### src/rtl/hq2x_scanout.sv
// hq2x_scanout: display timing, line-buffer read and lock FSM for the 2x upscaler output.
// Define SCANOUT_SCANLINE_EN to halve every channel on odd output rows.
module hq2x_scanout #(
    parameter int H_ACTIVE = 512,
    parameter int H_FRONT  = 16,
    parameter int H_SYNC   = 64,
    parameter int H_BACK   = 48,
    parameter int V_ACTIVE = 480,
    parameter int V_FRONT  = 10,
    parameter int V_SYNC   = 2,
    parameter int V_BACK   = 33
) (
    input  logic        clk,
    input  logic        reset_n,
    input  logic        frame_available,
    input  logic [14:0] pixel_in,
    output logic [9:0]  read_x,
    output logic        line_req,
    output logic        frame_req,
    output logic        locked,
    output logic        de,
    output logic        hsync,
    output logic        vsync,
    output logic [14:0] rgb
);
    localparam logic [9:0] HA     = 10'(H_ACTIVE);
    localparam logic [9:0] HS_B   = 10'(H_ACTIVE + H_FRONT);
    localparam logic [9:0] HS_E   = 10'(H_ACTIVE + H_FRONT + H_SYNC);
    localparam logic [9:0] H_LAST = 10'(H_ACTIVE + H_FRONT + H_SYNC + H_BACK - 1);
    localparam logic [9:0] VA     = 10'(V_ACTIVE);
    localparam logic [9:0] VS_B   = 10'(V_ACTIVE + V_FRONT);
    localparam logic [9:0] VS_E   = 10'(V_ACTIVE + V_FRONT + V_SYNC);
    localparam logic [9:0] V_LAST = 10'(V_ACTIVE + V_FRONT + V_SYNC + V_BACK - 1);

    typedef enum logic {SYNC_WAIT, RUN} state_t;

    state_t      state_q, state_d;
    logic [9:0]  h_q, h_d, v_q, v_d;
    logic        flag_q, flag_d;
    logic        active1_q, active1_d, hs1_q, hs1_d, vs1_q, vs1_d;
    logic        de_q, de_d, hsync_q, hsync_d, vsync_q, vsync_d;
    logic [14:0] rgb_q, rgb_d, pix;
    logic        active0, frame_start;

`ifdef SCANOUT_SCANLINE_EN
    logic v1_q, v1_d;
    always_comb begin
        v1_d = v_q[0];
        pix  = v1_q ? {1'b0, pixel_in[14:11], 1'b0, pixel_in[9:6], 1'b0, pixel_in[4:1]} : pixel_in;
    end
    always_ff @(posedge clk) begin
        if (!reset_n) v1_q <= 1'b0;
        else          v1_q <= v1_d;
    end
`else
    always_comb pix = pixel_in;
`endif

    always_comb begin
        h_d         = (h_q == H_LAST) ? '0 : h_q + 10'd1;
        v_d         = (h_q != H_LAST) ? v_q : (v_q == V_LAST) ? '0 : v_q + 10'd1;
        active0     = (h_q < HA) && (v_q < VA);
        frame_start = (h_q == '0) && (v_q == '0);
        read_x      = active0 ? {v_q[0], h_q[8:0]} : '0;
        line_req    = (h_q == HA) && v_q[0] && (v_q < VA);
        frame_req   = (h_q == '0) && (v_q == VA);
        locked      = (state_q == RUN);
        // a frame only starts once the upscaler signalled readiness during vblank
        state_d     = (state_q == SYNC_WAIT && frame_start && flag_q) ? RUN : state_q;
        flag_d      = (state_q == SYNC_WAIT) && !frame_start && (flag_q || (frame_available && v_q >= VA));
        active1_d   = active0;
        hs1_d       = !((h_q >= HS_B) && (h_q < HS_E));
        vs1_d       = !((v_q >= VS_B) && (v_q < VS_E));
        de_d        = active1_q;
        hsync_d     = hs1_q;
        vsync_d     = vs1_q;
        rgb_d       = (active1_q && state_q == RUN) ? pix : '0;
    end

    always_ff @(posedge clk) begin
        if (!reset_n) begin
            h_q       <= '0;
            v_q       <= '0;
            state_q   <= SYNC_WAIT;
            flag_q    <= 1'b0;
            active1_q <= 1'b0;
            hs1_q     <= 1'b1;
            vs1_q     <= 1'b1;
            de_q      <= 1'b0;
            hsync_q   <= 1'b1;
            vsync_q   <= 1'b1;
            rgb_q     <= '0;
        end else begin
            h_q       <= h_d;
            v_q       <= v_d;
            state_q   <= state_d;
            flag_q    <= flag_d;
            active1_q <= active1_d;
            hs1_q     <= hs1_d;
            vs1_q     <= vs1_d;
            de_q      <= de_d;
            hsync_q   <= hsync_d;
            vsync_q   <= vsync_d;
            rgb_q     <= rgb_d;
        end
    end

    assign de    = de_q;
    assign hsync = hsync_q;
    assign vsync = vsync_q;
    assign rgb   = rgb_q;
endmodule
### config.mk
export PLATFORM = sky130hd
export DESIGN_NAME = hq2x_scanout
export DESIGN_NICKNAME = d
export VERILOG_FILES = /design/src/rtl/hq2x_scanout.sv
export SDC_FILE = /design/constraint.sdc
export NUM_CORES = 1
export LEC_CHECK = 0
export CORE_AREA = 2 2 79 100
export DETAILED_ROUTE_END_ITERATION = 10
export DIE_AREA = 0 0 81 102
export GPL_TIMING_DRIVEN = 0
export PLACE_DENSITY = 0.46
export SYNTH_ARGS = -nofsm -noshare
export SYNTH_HDL_FRONTEND = slang
export SYNTH_SLANG_ARGS = --single-unit
### constraint.sdc
create_clock -name clk -period 2.6 [get_ports clk]
set_input_delay 0.39 -clock clk [delete_from_list [all_inputs] [get_ports clk]]
set_output_delay 0.39 -clock clk [all_outputs]
set_load 0.02 [all_outputs]
==> impl_results.md, run 1 <==
- Status: finished, final reports clean
- Vias post-DR: 1478
- Final Instance Area: 2530 um^2
- FILL cells: 794
- Hold_ws: 409 ps
- Max_cap viols: 0
- Measured slew at the worst slew-check pin: 1020 ps
- Post-Synth XOR/XNOR Area: 6.88%
- CTS sink cnt: 43
- Crit path launch type: register
- CP Capture Type: output pin
- Initial DRC Count: 43
- Synth-to-layout area growth: 41.7%
- Post-synthesis average cell area: 9.48 um^2
- Clock skew: 2.81 ps
- Ratio of cells with drive above 1 in the final layout: 9.02%
- Routability cong.: 0.738
- Dpl hpwl: 3180 um
- RSZ-0062 raised after global routing: false
- Vias in the first global route: 1384
- Final #Nets: 265
- Overall routing resource usage: 10.7%
- Antenna Cells: 0
- WS Path Type: reg -> out
- Sequential share of the synthesized area: 48.3%
- Mux contribution to synthesized area: 1.12%
- Antenna violations before repair: 0
- Synth Area in Adders: 2.81%
- Final Setup Violations: 0
- Setup TNS: 0 ps
- Core Area: 7270 um^2
- Headroom to the max-slew limit: 31.3%
- Largest net degree at the start of global routing: 14
- Final Hold Fails: 0
- Gate count after technology mapping: 188
- Number of distinct library cells after synthesis: 38
- Worst path arrival time: 2010 ps
- Mapped cell area: 1780 um^2
- Synth Register Bits: 43
- Row Count: 35
- Highest Clock Rate: 416 MHz
- Io pins: 49
- Global-route wire length before repair: 6680 um
- Final ANT Viol Nets: 0
- Combinational family with the most area after synthesis: simple AND/OR/NAND/NOR gates
- Hold buffer count at CTS: 0
- CP Max Fanout: 5
- Routed WL: 4250 um
- Most frequent cells in the layout: 47 x clkdlybuf4s50_1, 43 x dfxtp_1, 27 x and2_1
- Lkg Pwr: 0.000895 uW
- Clk_lat worst skew: 290 ps
- Period utilization: 92.5%
- Die ar.: 8260 um^2
- Port buffer count: 48
- Clock slew at reported path FFs: 80 ps
- Longest Clk Path Bufs: 2
- Worst hold-check path type: reg -> reg
- Placed Instance Area: 2380 um^2
- Synth Area in Simple Gates: 33.8%
- Max Transition Viols Final: 0
- Drc violations: 0
- Post-synth net total: 210
- CTS H-tree lvls: 2
- Post-Place Setup Slack: 96.6 ps
- CP Data Required Time: 2210 ps
- Global route total overflow: 0
- CTS tree: yes
- Post-Place Cells: 328
- Maximum vdd drop: 0.214 mV
- Fin worst setup slack: 196 ps
- Initial Util: 24.5%
- DR pass1 iterations: 4
- CTS Buf Count: 5
- Routed vias/inst: 4.40
- Final Non-Filler Cells: 336
- CTS root buffer: clkbuf_8
- Commonest non-fill, non-tap cell in the layout: clkdlybuf4s50_1
- Compound-gate portion of the synthesized area: 3.37%
- Die H: 102 um
- Final worst path period need: 2400 ps
- Die W: 81 um
- Yosys Warn Count: 0
- P per Cell Area: 536 nW/um^2
- Wirelength per Cell: 12.7 um
-- cell usage after synthesis (all sizes together) --
master / count / area (um^2)
and2: 28 / 176
clkbuf: 6 / 25.0
nor4: 8 / 50.1
nor4b: 3 / 26.3
and3: 2 / 13.8
nor2: 18 / 67.6
nand4b: 1 / 8.76
ha: 4 / 50.1
inv: 6 / 22.5
dfxtp: 43 / 861
a21boi: 1 / 7.51
nand4: 9 / 56.3
mux2i: 2 / 20.0
nand3: 9 / 50.1
nor3b: 1 / 7.51
buf: 3 / 20.0
o31ai: 1 / 7.51
a22o: 1 / 8.76
xor2: 3 / 26.3
o21ai: 2 / 10.0
nor3: 5 / 25.0
nand4bb: 1 / 27.5
nand2b: 2 / 12.5
or4: 3 / 22.5
a21oi: 3 / 15.0
xnor2: 11 / 96.3
nand2: 8 / 32.5
or3: 3 / 25.0
o2111a: 1 / 11.3
-- cell type report --
cell class	instances	area, um^2	share of cell area, %
multi-input combinational	130	871	34.5
sequential	43	861	34.1
timing repair buffer	48	479	19.0
tap	92	115	4.56
clock buffer	6	72.6	2.87
clock inverter	2	60.1	2.38
buffer	9	45.0	1.78
inverter	6	22.5	0.892
-- report_power, final --
group | internal [uW] | total [uW] | switching (uW) | leakage (uW)
combinational | 41.9 | 72.4 | 30.5 | 0.000482
clock | 384 | 614 | 230 | 0.0000654
sequential | 663 | 669 | 5.73 | 0.000348
-- per-layer routing --
metal | vias to the layer above | global-route usage (%) | part of all wire [%]
li1 | 754 | - | -
met1 | 671 | 11.7 | 43
met2 | 47 | 19.4 | 49
met3 | 6 | 3.36 | 7.0
met4 | 0 | 3.52 | 1.3
met5 | - | 0 | 0
-- timing repair --
item                       in CTS  in global routing
setup endpoints to repair       8                  7
resized for setup               3                  2
buffers inserted                0                  0
-- sequential cells by signal, summed over array words and instances (netlist names) --
signal	count
hsync	1
active1_q	1
de	1
hs1_q	1
locked	1
rgb	15
flag_q	1
vs1_q	1
vsync	1
v_q	10
h_q	10
-- stage by stage --
stage	power (uW)	utilization, %
after global routing	1400	34.8
after detailed placement	757	32.7
final	1360	34.8
after CTS	1370	34.6
after global placement	757	32.7
after floorplan	713	-
-- kinds of logic after synthesis --
logic type	Yosys count
adder cells (fa/ha/maj)	4
AO/OA/AOI/OAI	9
XOR/XNOR	14
AND/OR/NAND/NOR	101
buffers and inverters	15
flip-flops	43
multiplexers	2
-- worst paths after layout --
check              start  endpoint  slack [ps]  depth (start not counted)
hold reg to reg    hs1_q     hsync         410                          1
hold / removal     hs1_q     hsync         410                          1
setup / recovery  h_q[0]  line_req         200                          6
setup reg to reg  h_q[0]    v_q[9]         440                          5
-- critical path, stage by stage, from the launching register on --
cell	delay, ps
dfxtp_1	350
inv_1	80
ha_1	140
nor4b_2	270
nand4_1	140
nor2_1	100
clkdlybuf4s50_1	640
No activity file was read; power rests on OpenSTA's default activity.
==> inputs of run 2 (changes only) <==
Settings changed: CORE_AREA 2 2 79 100 to 2 2 59 74, DIE_AREA 0 0 81 102 to 0 0 61 76, PLACE_DENSITY 0.46 to 0.76, REMOVE_ABC_BUFFERS set to 1.
==> run 2 against run 1 <==
Net effect: flip-flop and latch count stayed put; count of clock-buffer cells in the layout stayed put; global-route usage grew 6.0 points; total power decreased by 0.78%; combinational power decreased by 4.3%; cell count down 13%; die area fell by 44%; setup slack got worse by 79 ps; register-to-register slack gained 100 ps; critical path depth shrank 1; critical endpoint is now read_x[5].
==> impl_results.md, run 2 (synthesized netlist as in run 1, its figures left out) <==
- Status: finished, final reports clean
- Period utilization: 95.5%
- Die W: 61 um
- CP Data Required Time: 2210 ps
- Core Area: 4000 um^2
- Routed WL: 3610 um
- R2R setup slack: 540 ps
- Maximum vdd drop: 0.308 mV
- Die ar.: 4640 um^2
- Synth-to-layout area growth: 36.2%
- Clock slew at reported path FFs: 80 ps
- WS Path Type: reg -> out
- Initial DRC Count: 34
- Worst path arrival time: 2090 ps
- Final Setup Violations: 0
- Switching Fraction: 19.0%
- Commonest non-fill, non-tap cell in the layout: clkdlybuf4s50_1
- Clk_lat worst skew: 290 ps
- Measured slew at the worst slew-check pin: 834 ps
- Io pins: 49
- Reg2reg start: h_q[0]
- Hold Startpoint: hs1_q
- Hold_ws: 415 ps
- Longest Clk Path Bufs: 2
- Wirelength per Cell: 12.4 um
- Hold buffer count at CTS: 0
- CTS Buf Count: 5
- Vias post-DR: 1449
- Die H: 76 um
- CTS root buffer: clkbuf_8
- Internal: 1090 uW
- CP Cell Sequence: nand4_1, nand2_1, nor2_2, and2_2, clkdlybuf4s50_1
- Port buffer count: 48
- CP max stage cell: clkdlybuf4s50_1
- CP Max Fanout: 8
- Headroom to the max-slew limit: 43.9%
- Drc violations: 0
- Dpl hpwl: 2650 um
- Max reg flops: 15
- Overall routing resource usage: 16.7%
- Routability cong.: 0.788
- Final ANT Viol Nets: 0
- Most frequent cells in the layout: 47 x clkdlybuf4s50_1, 43 x dfxtp_1, 27 x and2_1
- RSZ-0062 raised after global routing: false
- Lkg Pwr: 0.000864 uW
- Final Hold Fails: 0
- Clock skew: 3.77 ps
- RR Endpoint: v_q[8]
- Worst path max stage delay: 590 ps
- Worst hold stages: 1
- Post-CTS Setup Inserts: 0
- Max_cap viols: 0
- Global-route wire length before repair: 6020 um
- DR pass1 iterations: 4
- Row Count: 26
- Setup TNS: 0 ps
- Max Transition Viols Final: 0
- P_sw: 256 uW
- Final #Nets: 256
- CP Capture Type: output pin
- Largest net degree at the start of global routing: 22
- Global route total overflow: 0
- CTS H-tree lvls: 2
- Worst hold-check path type: reg -> reg
- Crit path launch type: register
- CTS tree: yes
- Initial Util: 44.6%
- Final worst path period need: 2480 ps
- Ratio of cells with drive above 1 in the final layout: 6.81%
- Antenna Cells: 0
- Antenna violations before repair: 0
- Vias in the first global route: 1326
- Sequential Power Share: 49.8%
- P per Cell Area: 554 nW/um^2
- Worst Hold Path EP: hsync
- Highest Clock Rate: 403 MHz
- Clk network pwr share: 45.1%
- Routed vias/inst: 4.98
- CTS sink cnt: 43
- R2R depth: 5
- Logic gate share of total power: 5.2%
## run 2: changes by cell type in the layout (fill, tap and decap cells not counted), sizes merged
| cell | previous run | this run |
|---|---|---|
| buf | 3 | 0 |
| clkbuf | 12 | 6 |
## run 2: routing by layer
layer	routed length, um	global-route usage [%]
met1	1510	19.8
met2	1750	26.8
met3	300	5.77
met4	61	6.96
met5	0	0
## run 2: worst max path at each step
stage | depth (start not counted) | slack (ps) | to | start
detailed placement | 6 | 230 | frame_req | h_q[0]
floorplan | 5 | 620 | frame_req | h_q[0]
finish | 5 | 120 | read_x[5] | v_q[6]
global route | 5 | 3 | read_x[5] | v_q[7]
global placement | 6 | 270 | frame_req | h_q[0]
CTS | 6 | 80 | line_req | h_q[0]
## run 2: critical path: cells and delay by family, from the launching register on
family / cells / cell delay [ps]
simple gates: 4 / 850
buf+inv: 1 / 590
flops: 1 / 360
## run 2: layout make-up
type                    count  area (um^2)
flip-flops and latches     43          861
inverters                   6         22.5
repair buffers             48          479
well taps                  56         70.1
fillers                   366         1570
clock inverters             2         60.1
clock buffers               6         72.6
multi-input cells         130          863
## run 2: metrics by stage
stage / std cells / utilization [%] / worst slack (ps) / instance area (um^2) / total power, uW
after floorplan: 179 / - / 618 / 1740 / 710
after global placement: 283 / 57.2 / 274 / 2290 / 752
after detailed placement: 283 / 57.2 / 225 / 2290 / 753
after CTS: 291 / 60.5 / 82.2 / 2420 / 1360
after global routing: 291 / 60.7 / 3.41 / 2430 / 1390
final: 291 / 60.7 / 117 / 2430 / 1340
## run 2: power by group through the flow
stage,Combinational (uW),Clock (uW),Sequential [uW]
floorplan,25.5,0,684
CTS,69.0,619,669
global placement,67.7,0,685
global route,75.4,647,671
finish,69.3,606,669
detailed placement,68.3,0,685
## run 2: what timing repair did
action / in CTS / in global routing
gates cloned: 0 / 0
gates resized for setup: 2 / 1
setup endpoints to repair: 8 / 2
